`src/rtl/johnson_phase_decoder_pkg.sv`:
```
// Shared types and the Johnson code decode function for the phase decoder.
// Used by both the RTL and the bench model.
package jpd_pkg;

  localparam int JPD_MAX_W     = 32;
  localparam int JPD_IDX_MAX_W = 8;

  typedef enum logic [1:0] {
    UNLOCKED = 2'd0,
    LOCKING  = 2'd1,
    LOCKED   = 2'd2
  } lock_state_e;

  typedef enum logic [2:0] {
    START   = 3'd0,
    ADVANCE = 3'd1,
    HOLD    = 3'd2,
    RESTART = 3'd3,
    ERROR   = 3'd4
  } step_class_e;

  typedef struct packed {
    logic                     valid;
    logic [JPD_IDX_MAX_W-1:0] idx;
  } jpd_code_t;

  // A legal code of popcount p is either the low thermometer of p ones or the high one.
  function automatic jpd_code_t jpd_idx(input logic [JPD_MAX_W-1:0] code, input int width);
    jpd_code_t              res;
    logic [JPD_MAX_W-1:0]   lsb_t;
    logic [JPD_MAX_W-1:0]   msb_t;
    int                     pop;
    pop   = 0;
    lsb_t = {JPD_MAX_W{1'b0}};
    msb_t = {JPD_MAX_W{1'b0}};
    for (int i = 0; i < JPD_MAX_W; i++) begin
      if ((i < width) && code[i]) begin
        pop++;
      end else begin
        pop = pop;
      end
    end
    for (int i = 0; i < JPD_MAX_W; i++) begin
      lsb_t[i] = (i < pop);
      msb_t[i] = (i >= (width - pop)) && (i < width);
    end
    res.valid = (code == lsb_t) || (code == msb_t);
    if (!res.valid) begin
      res.idx = {JPD_IDX_MAX_W{1'b0}};
    end else if (code[0] || (pop == 0)) begin
      res.idx = JPD_IDX_MAX_W'(pop);
    end else begin
      res.idx = JPD_IDX_MAX_W'((2 * width) - pop);
    end
    return res;
  endfunction

endpackage

```
`src/rtl/johnson_phase_decoder_if.sv`:
```
// Count bus from the Johnson counter and decoded phase outputs.
interface johnson_phase_decoder_if #(
  parameter int WIDTH = 4,
  parameter int ERR_W = 8
);
  localparam int IDX_W = $clog2(2 * WIDTH);

  logic [WIDTH-1:0]   count;
  logic [2*WIDTH-1:0] phase_oh;
  logic [IDX_W-1:0]   phase_idx;
  logic               code_valid;
  logic               seq_err;
  logic               wrap;
  logic               locked;
  logic [ERR_W-1:0]   err_count;

  modport master (
    output count,
    input  phase_oh, phase_idx, code_valid, seq_err, wrap, locked, err_count
  );

  modport slave (
    input  count,
    output phase_oh, phase_idx, code_valid, seq_err, wrap, locked, err_count
  );
endinterface

```
`src/rtl/johnson_phase_decoder_code_check.sv`:
```
// Combinational map from a Johnson code to its phase index and legality flag.
module johnson_code_check
  import jpd_pkg::*;
#(
  parameter int WIDTH = 4,
  localparam int IDX_W = $clog2(2 * WIDTH)
) (
  input  logic [WIDTH-1:0] code,
  output logic [IDX_W-1:0] idx,
  output logic             valid
);

  jpd_code_t dec_s;
  logic      unused_idx_s;

  // Decode through the shared package function; high index bits are always zero here.
  always_comb begin
    dec_s        = jpd_idx(JPD_MAX_W'(code), WIDTH);
    idx          = dec_s.idx[IDX_W-1:0];
    valid        = dec_s.valid;
    unused_idx_s = ^dec_s.idx[JPD_IDX_MAX_W-1:IDX_W];
  end

endmodule

```
`src/rtl/johnson_phase_decoder.sv`:
```
// Johnson phase decoder: registered decode, step classification and lock FSM.
// Define JPD_ERR_COUNT_EN to build the saturating error counter.
module johnson_phase_decoder
  import jpd_pkg::*;
#(
  parameter int WIDTH    = 4,
  parameter int LOCK_CNT = 4,
  parameter int ERR_W    = 8
) (
  input  logic                    clk,
  input  logic                    rst_n,
  johnson_phase_decoder_if.slave  bus
);

  localparam int PH     = 2 * WIDTH;
  localparam int IDX_W  = $clog2(PH);
  localparam int PROG_W = $clog2(LOCK_CNT + 1);
  localparam logic [IDX_W-1:0]  LAST_IDX = IDX_W'(PH - 1);
  localparam logic [PROG_W-1:0] LOCK_TGT = PROG_W'(LOCK_CNT);

  logic [IDX_W-1:0]  cur_idx_s;
  logic              cur_valid_s;
  logic [IDX_W-1:0]  prev_idx_s;
  logic              prev_chk_valid_s;
  logic [IDX_W-1:0]  next_idx_s;
  logic [PROG_W-1:0] prog_inc_s;
  step_class_e       step_s;
  lock_state_e       state_s;
  logic [PROG_W-1:0] prog_s;

  logic [WIDTH-1:0]  prev_code_r;
  logic              prev_valid_r;
  lock_state_e       state_r;
  logic [PROG_W-1:0] prog_r;
  logic [PH-1:0]     phase_oh_r;
  logic [IDX_W-1:0]  phase_idx_r;
  logic              code_valid_r;
  logic              seq_err_r;
  logic              wrap_r;
  logic              locked_r;

  johnson_code_check #(.WIDTH(WIDTH)) u_cur_chk (
    .code  (bus.count),
    .idx   (cur_idx_s),
    .valid (cur_valid_s)
  );

  johnson_code_check #(.WIDTH(WIDTH)) u_prev_chk (
    .code  (prev_code_r),
    .idx   (prev_idx_s),
    .valid (prev_chk_valid_s)
  );

  assign next_idx_s = (prev_idx_s == LAST_IDX) ? {IDX_W{1'b0}} : (prev_idx_s + IDX_W'(1'b1));
  assign prog_inc_s = prog_r + PROG_W'(1'b1);

  // Step classifier; a zero code after the last phase is a normal advance, not a restart.
  always_comb begin
    step_s = ERROR;
    if (!cur_valid_s) begin
      step_s = ERROR;
    end else if (!(prev_valid_r && prev_chk_valid_s)) begin
      step_s = START;
    end else if (bus.count == prev_code_r) begin
      step_s = HOLD;
    end else if (cur_idx_s == next_idx_s) begin
      step_s = ADVANCE;
    end else if ((bus.count == {WIDTH{1'b0}}) && (prev_idx_s != LAST_IDX) &&
                 (prev_idx_s != {IDX_W{1'b0}})) begin
      step_s = RESTART;
    end else begin
      step_s = ERROR;
    end
  end

  // Lock FSM next state and lock progress.
  always_comb begin
    state_s = state_r;
    prog_s  = prog_r;
    case (state_r)
      UNLOCKED: begin
        if (cur_valid_s) begin
          state_s = LOCKING;
          prog_s  = {PROG_W{1'b0}};
        end else begin
          state_s = UNLOCKED;
        end
      end
      LOCKING: begin
        case (step_s)
          ADVANCE: begin
            prog_s = prog_inc_s;
            if (prog_inc_s == LOCK_TGT) begin
              state_s = LOCKED;
            end else begin
              state_s = LOCKING;
            end
          end
          RESTART: prog_s = {PROG_W{1'b0}};
          ERROR: begin
            state_s = UNLOCKED;
            prog_s  = {PROG_W{1'b0}};
          end
          default: state_s = LOCKING;
        endcase
      end
      LOCKED: begin
        case (step_s)
          RESTART: begin
            state_s = LOCKING;
            prog_s  = {PROG_W{1'b0}};
          end
          ERROR: begin
            state_s = UNLOCKED;
            prog_s  = {PROG_W{1'b0}};
          end
          default: state_s = LOCKED;
        endcase
      end
      default: begin
        state_s = UNLOCKED;
        prog_s  = {PROG_W{1'b0}};
      end
    endcase
  end

  // State, history and registered outputs.
  always_ff @(posedge clk or negedge rst_n) begin
    if (!rst_n) begin
      prev_code_r  <= {WIDTH{1'b0}};
      prev_valid_r <= 1'b0;
      state_r      <= UNLOCKED;
      prog_r       <= {PROG_W{1'b0}};
      phase_oh_r   <= {PH{1'b0}};
      phase_idx_r  <= {IDX_W{1'b0}};
      code_valid_r <= 1'b0;
      seq_err_r    <= 1'b0;
      wrap_r       <= 1'b0;
      locked_r     <= 1'b0;
    end else begin
      prev_code_r  <= bus.count;
      prev_valid_r <= cur_valid_s;
      state_r      <= state_s;
      prog_r       <= prog_s;
      phase_oh_r   <= cur_valid_s ? ({{(PH-1){1'b0}}, 1'b1} << cur_idx_s) : {PH{1'b0}};
      phase_idx_r  <= cur_valid_s ? cur_idx_s : {IDX_W{1'b0}};
      code_valid_r <= cur_valid_s;
      seq_err_r    <= (step_s == ERROR);
      wrap_r       <= (step_s == ADVANCE) && (prev_idx_s == LAST_IDX);
      locked_r     <= (state_s == LOCKED);
    end
  end

`ifdef JPD_ERR_COUNT_EN
  logic [ERR_W-1:0] err_cnt_r;

  // Saturating error counter, cleared only by reset.
  always_ff @(posedge clk or negedge rst_n) begin
    if (!rst_n) begin
      err_cnt_r <= {ERR_W{1'b0}};
    end else if ((step_s == ERROR) && (err_cnt_r != {ERR_W{1'b1}})) begin
      err_cnt_r <= err_cnt_r + ERR_W'(1'b1);
    end else begin
      err_cnt_r <= err_cnt_r;
    end
  end

  assign bus.err_count = err_cnt_r;
`else
  assign bus.err_count = {ERR_W{1'b0}};
`endif

  assign bus.phase_oh   = phase_oh_r;
  assign bus.phase_idx  = phase_idx_r;
  assign bus.code_valid = code_valid_r;
  assign bus.seq_err    = seq_err_r;
  assign bus.wrap       = wrap_r;
  assign bus.locked     = locked_r;

endmodule

```
`src/flat_wrapper.sv`:
```
// flat-port wrapper written by rule: the top's interface ports become plain ports
module johnson_phase_decoder_flat import jpd_pkg::*;
#(
  parameter int WIDTH    = 4,
  parameter int LOCK_CNT = 4,
  parameter int ERR_W    = 8
)
  (clk, rst_n, bus_count, bus_phase_oh, bus_phase_idx, bus_code_valid, bus_seq_err, bus_wrap, bus_locked, bus_err_count);
  johnson_phase_decoder_if #(.WIDTH(WIDTH), .ERR_W(ERR_W)) bus_i ();
  input  logic clk;
  input  logic rst_n;
  input wire logic [$bits(bus_i.count)-1:0] bus_count;
  output wire logic [$bits(bus_i.phase_oh)-1:0] bus_phase_oh;
  output wire logic [$bits(bus_i.phase_idx)-1:0] bus_phase_idx;
  output wire logic [$bits(bus_i.code_valid)-1:0] bus_code_valid;
  output wire logic [$bits(bus_i.seq_err)-1:0] bus_seq_err;
  output wire logic [$bits(bus_i.wrap)-1:0] bus_wrap;
  output wire logic [$bits(bus_i.locked)-1:0] bus_locked;
  output wire logic [$bits(bus_i.err_count)-1:0] bus_err_count;
  assign bus_i.count = bus_count;
  assign bus_phase_oh = bus_i.phase_oh;
  assign bus_phase_idx = bus_i.phase_idx;
  assign bus_code_valid = bus_i.code_valid;
  assign bus_seq_err = bus_i.seq_err;
  assign bus_wrap = bus_i.wrap;
  assign bus_locked = bus_i.locked;
  assign bus_err_count = bus_i.err_count;
  johnson_phase_decoder #(.WIDTH(WIDTH), .LOCK_CNT(LOCK_CNT), .ERR_W(ERR_W)) u_core (.clk(clk), .rst_n(rst_n), .bus(bus_i));
endmodule
```
`config.mk`:
```
export PLATFORM = sky130hd
export DESIGN_NAME = johnson_phase_decoder_flat
export DESIGN_NICKNAME = d
export VERILOG_FILES = /design/src/rtl/johnson_phase_decoder_pkg.sv /design/src/rtl/johnson_phase_decoder_if.sv /design/src/rtl/johnson_phase_decoder_code_check.sv /design/src/rtl/johnson_phase_decoder.sv /design/src/flat_wrapper.sv
export SDC_FILE = /design/constraint.sdc
export NUM_CORES = 1
export LEC_CHECK = 0
export CELL_PAD_IN_SITES_DETAIL_PLACEMENT = 0
export CELL_PAD_IN_SITES_GLOBAL_PLACEMENT = 1
export CORE_ASPECT_RATIO = 1.4
export CORE_UTILIZATION = 43
export DETAILED_ROUTE_END_ITERATION = 10
export PLACE_DENSITY = 0.82
export SLEW_MARGIN = 20
export SYNTH_ARGS = -nofsm -noshare
export SYNTH_HDL_FRONTEND = slang
export SYNTH_SLANG_ARGS = --single-unit
```
`constraint.sdc`:
```
create_clock -name clk -period 7.5 [get_ports clk]
set_clock_uncertainty 0.2 [all_clocks]
set_input_delay 1.5 -clock clk [delete_from_list [all_inputs] [get_ports clk]]
set_output_delay 1.5 -clock clk [all_outputs]
set_load 0.05 [all_outputs]
```
==> metrics.txt <==
commonest non-fill, non-tap cells in the layout=28 x ha_1, 25 x nor2_1, 24 x nand2_1, 24 x dfrtp_1, 19 x clkdlybuf4s50_1; DR vias=2,101; clock tree from TritonCTS=built; Final nets=352; cts hold-fix bufs=0; ys flop type=dfrtp_1; layout cells sized above 1=8.517%; Critical Path Fanout Max=13; die height=93.36 um; Worst-path clk slew=0.09 ns; met2 GRT Util=35.17%; clock latency on the worst-skew pair=0.27 ns; CTS buffer count=3; Crit Path Category=flip-flop to flip-flop; kind of start point of the critical path=flip-flop; Routed Antenna Nets=0; P_leak=1.275 nW; Mapped Area=2564 um2; max-cap violations=0; pins over their slew limit=0; run status=finished, final reports clean; Slew @ Worst Pin=0.6412 ns; setup bufs post-CTS=0; # clock sinks=24; Achievable Freq=149.0 MHz; cell area power density=170.1 nW/um2; DRC viols=0; dpl cells=381; Post-synth EDFFs=0; commonest non-fill, non-tap cell in the layout=ha_1; total inserted antenna cells=0; H-Tree Level Count=1; fill count=563; Worst Path Arrival=6.67 ns; synth warn=0; Initial Util=45.41%; Worst setup EP type=flip-flop; number of global-route vias before repair=2,022; die width=67.26 um; routed vias/inst=5.457; RePlAce Congestion=0.8359; synthesized flop and latch total=24; Worst Hold Class=flip-flop to flip-flop; WL/cell=14.55 um; min Tclk post-route=6.712 ns; synth-to-layout area growth=11.18%; DRT Pass-1 Iters=5; Final setup viols=0; Iter 0 DRT Violations=100; Yosys cell types=70; I/O Pins=29; row cnt=32; largest net degree at the start of global routing=25; first-pass GRT wire length=9.301 mm; PostCTS Resize Cnt=0; RSZ-0062 raised after global routing=false; DRT Wirelength=5.600 mm; Final Total Pwr=0.4848 mW; Worst Path Required=7.46 ns; port bufs=20; global route hottest layer=met2; clk root buf=clkbuf_8; clock buffer depth=2; Relative slew margins=57.12%; setup TNS=0 ns; GR Util met1=22.87%; final period utilization=89.50%; sequential share of the synthesized area=23.43%; post-DP HPWL=4.390 mm; GRT Total Usage=19.20%; Layout Cells excl Fill=385; Mapped Cells=300; die area=6279 um2; async set-reset flop share out of synthesis=100.0%; initial antenna violation count=0; met3 Use GR=1.829%; average cell area after synthesis=8.546 um2; VDD IR max=0.0001252 V; CORE AREA=5645 um2; Congestion Overflow GR=0; final hold vios=0
## synth_stat cells (3+ instances only)
library cell / instances / share of area, %
xor2_1: 12 / 4.1
nor3_1: 6 / 1.2
o21ai_0: 12 / 2.3
mux2i_1: 3 / 1.2
buf_2: 4 / 0.78
nand3_1: 6 / 1.2
ha_1: 28 / 14
o21a_1: 5 / 1.5
a211o_1: 3 / 1.0
clkbuf_1: 5 / 0.73
nand2_1: 24 / 3.5
nand4_1: 3 / 0.73
inv_1: 18 / 2.6
o21ai_1: 4 / 0.78
xnor2_1: 10 / 3.4
nor4_1: 3 / 0.73
and3_1: 4 / 0.98
a211oi_2: 3 / 1.5
or3_1: 3 / 0.73
nor2_1: 25 / 3.7
a21oi_1: 5 / 0.98
dfrtp_1: 24 / 23
nor3b_1: 4 / 1.2
and4b_1: 3 / 1.2
buf_4: 9 / 2.6
a211oi_1: 3 / 0.88
nand2b_1: 7 / 1.7
nand3b_1: 4 / 1.2
o22ai_1: 3 / 0.73
nor2b_1: 6 / 1.5
## cells by family (layout without fill, tap and decap cells)
family	count (synthesis)	in the layout	share of synthesized area [%]
AOI/OAI and AO/OA	66	66	19.62
xor gates and xnor gates	25	25	9.419
adders and majority gates	28	28	13.67
buffers and inverters	40	48	7.955
DFF	24	24	23.43
muxes	4	4	1.611
other	2	11	0.2929
and+or+nand+nor	111	111	24.01
## state kept, by name, indices dropped and copies added, names as in the netlist
name,flops
u_core.bus.phase_oh,8
u_core.prev_code_r,4
u_core.bus.phase_idx,3
u_core.prog_r,3
u_core.state_r,2
u_core.bus.locked,1
u_core.bus.seq_err,1
u_core.bus.wrap,1
u_core.prev_valid_r,1
## critical path, cell delays in order, from the launching register on
cell and delay, ns:
dfrtp_1 0.56, inv_1 0.08, ha_1 0.41, xor2_2 0.24, ha_1 0.27, nor2b_1 0.19, a31o_2 0.21, ha_1 0.44
nand2b_1 0.16, ha_1 0.17, nor3b_1 0.44, nand3b_1 0.13, o22ai_1 0.28, nor3_1 0.08, o2111ai_1 0.23, nor4bb_1 0.46
a211oi_2 0.13, ha_1 0.24, ha_1 0.31, and2_1 0.15, nor3_1 0.17, a21boi_1 0.30, a21o_1 0.23, a211o_1 0.18
mux2_1 0.33
## final timing paths
check / depth (start not counted) / end / slack, ns / start
setup reg to reg: 24 / u_core.prog_r[1] / 0.79 / u_core.prev_code_r[0]
hold / removal: 1 / u_core.prog_r[1] / 0.35 / u_core.prog_r[1]
max in group asynchronous: 1 / u_core.state_r[0] / 5.74 / rst_n
min in group asynchronous: 1 / u_core.prog_r[1] / 1.00 / rst_n
setup / recovery: 24 / u_core.prog_r[1] / 0.79 / u_core.prev_code_r[0]
hold reg to reg: 1 / u_core.prog_r[1] / 0.35 / u_core.prog_r[1]
## routing by layer
metal  part of all wire [%]  vias up  wire length, um
li1                       -     1075                -
met1                     43      986             2397
met2                     53       35             2994
met3                    2.7        5              153
met4                   0.95        0               53
met5                      0        -                0
## per-stage QoR
| step | utilization [%] | instance area, um2 | hold WS, ns | worst slack [ns] |
|---|---|---|---|---|
| floorplan | - | 2597 | 0.2951 | 1.461 |
| global placement | 49.31 | 2784 | 0.3293 | 0.8041 |
| detailed placement | 49.31 | 2784 | 0.3406 | 0.7046 |
| CTS | 50.58 | 2855 | 0.3615 | 0.7404 |
| global route | 50.49 | 2850 | 0.3831 | 0.1632 |
| finish | 50.49 | 2850 | 0.3538 | 0.7877 |
## layout make-up
| type | instances | area [um2] | share of cell area (%) |
|---|---|---|---|
| Inverter | 20 | 75.07 | 2.634 |
| Sequential cell | 24 | 600.6 | 21.07 |
| Clock inverter | 1 | 30.03 | 1.054 |
| Multi-Input combinational cell | 245 | 1793 | 62.91 |
| Tap cell | 68 | 85.08 | 2.985 |
| Timing Repair Buffer | 24 | 225.2 | 7.902 |
| Clock buffer | 3 | 41.29 | 1.449 |
## report_power, final
part | switching (mW) | leakage (nW) | total [mW] | internal (mW)
Combinational | 0.146 | 0.920 | 0.229 | 0.0827
Sequential | 0.00588 | 0.320 | 0.141 | 0.135
Clock | 0.0432 | 0.0357 | 0.115 | 0.0714
Total | 0.195 | 1.28 | 0.485 | 0.290
Note: power is estimated with default switching activity, not from simulation.
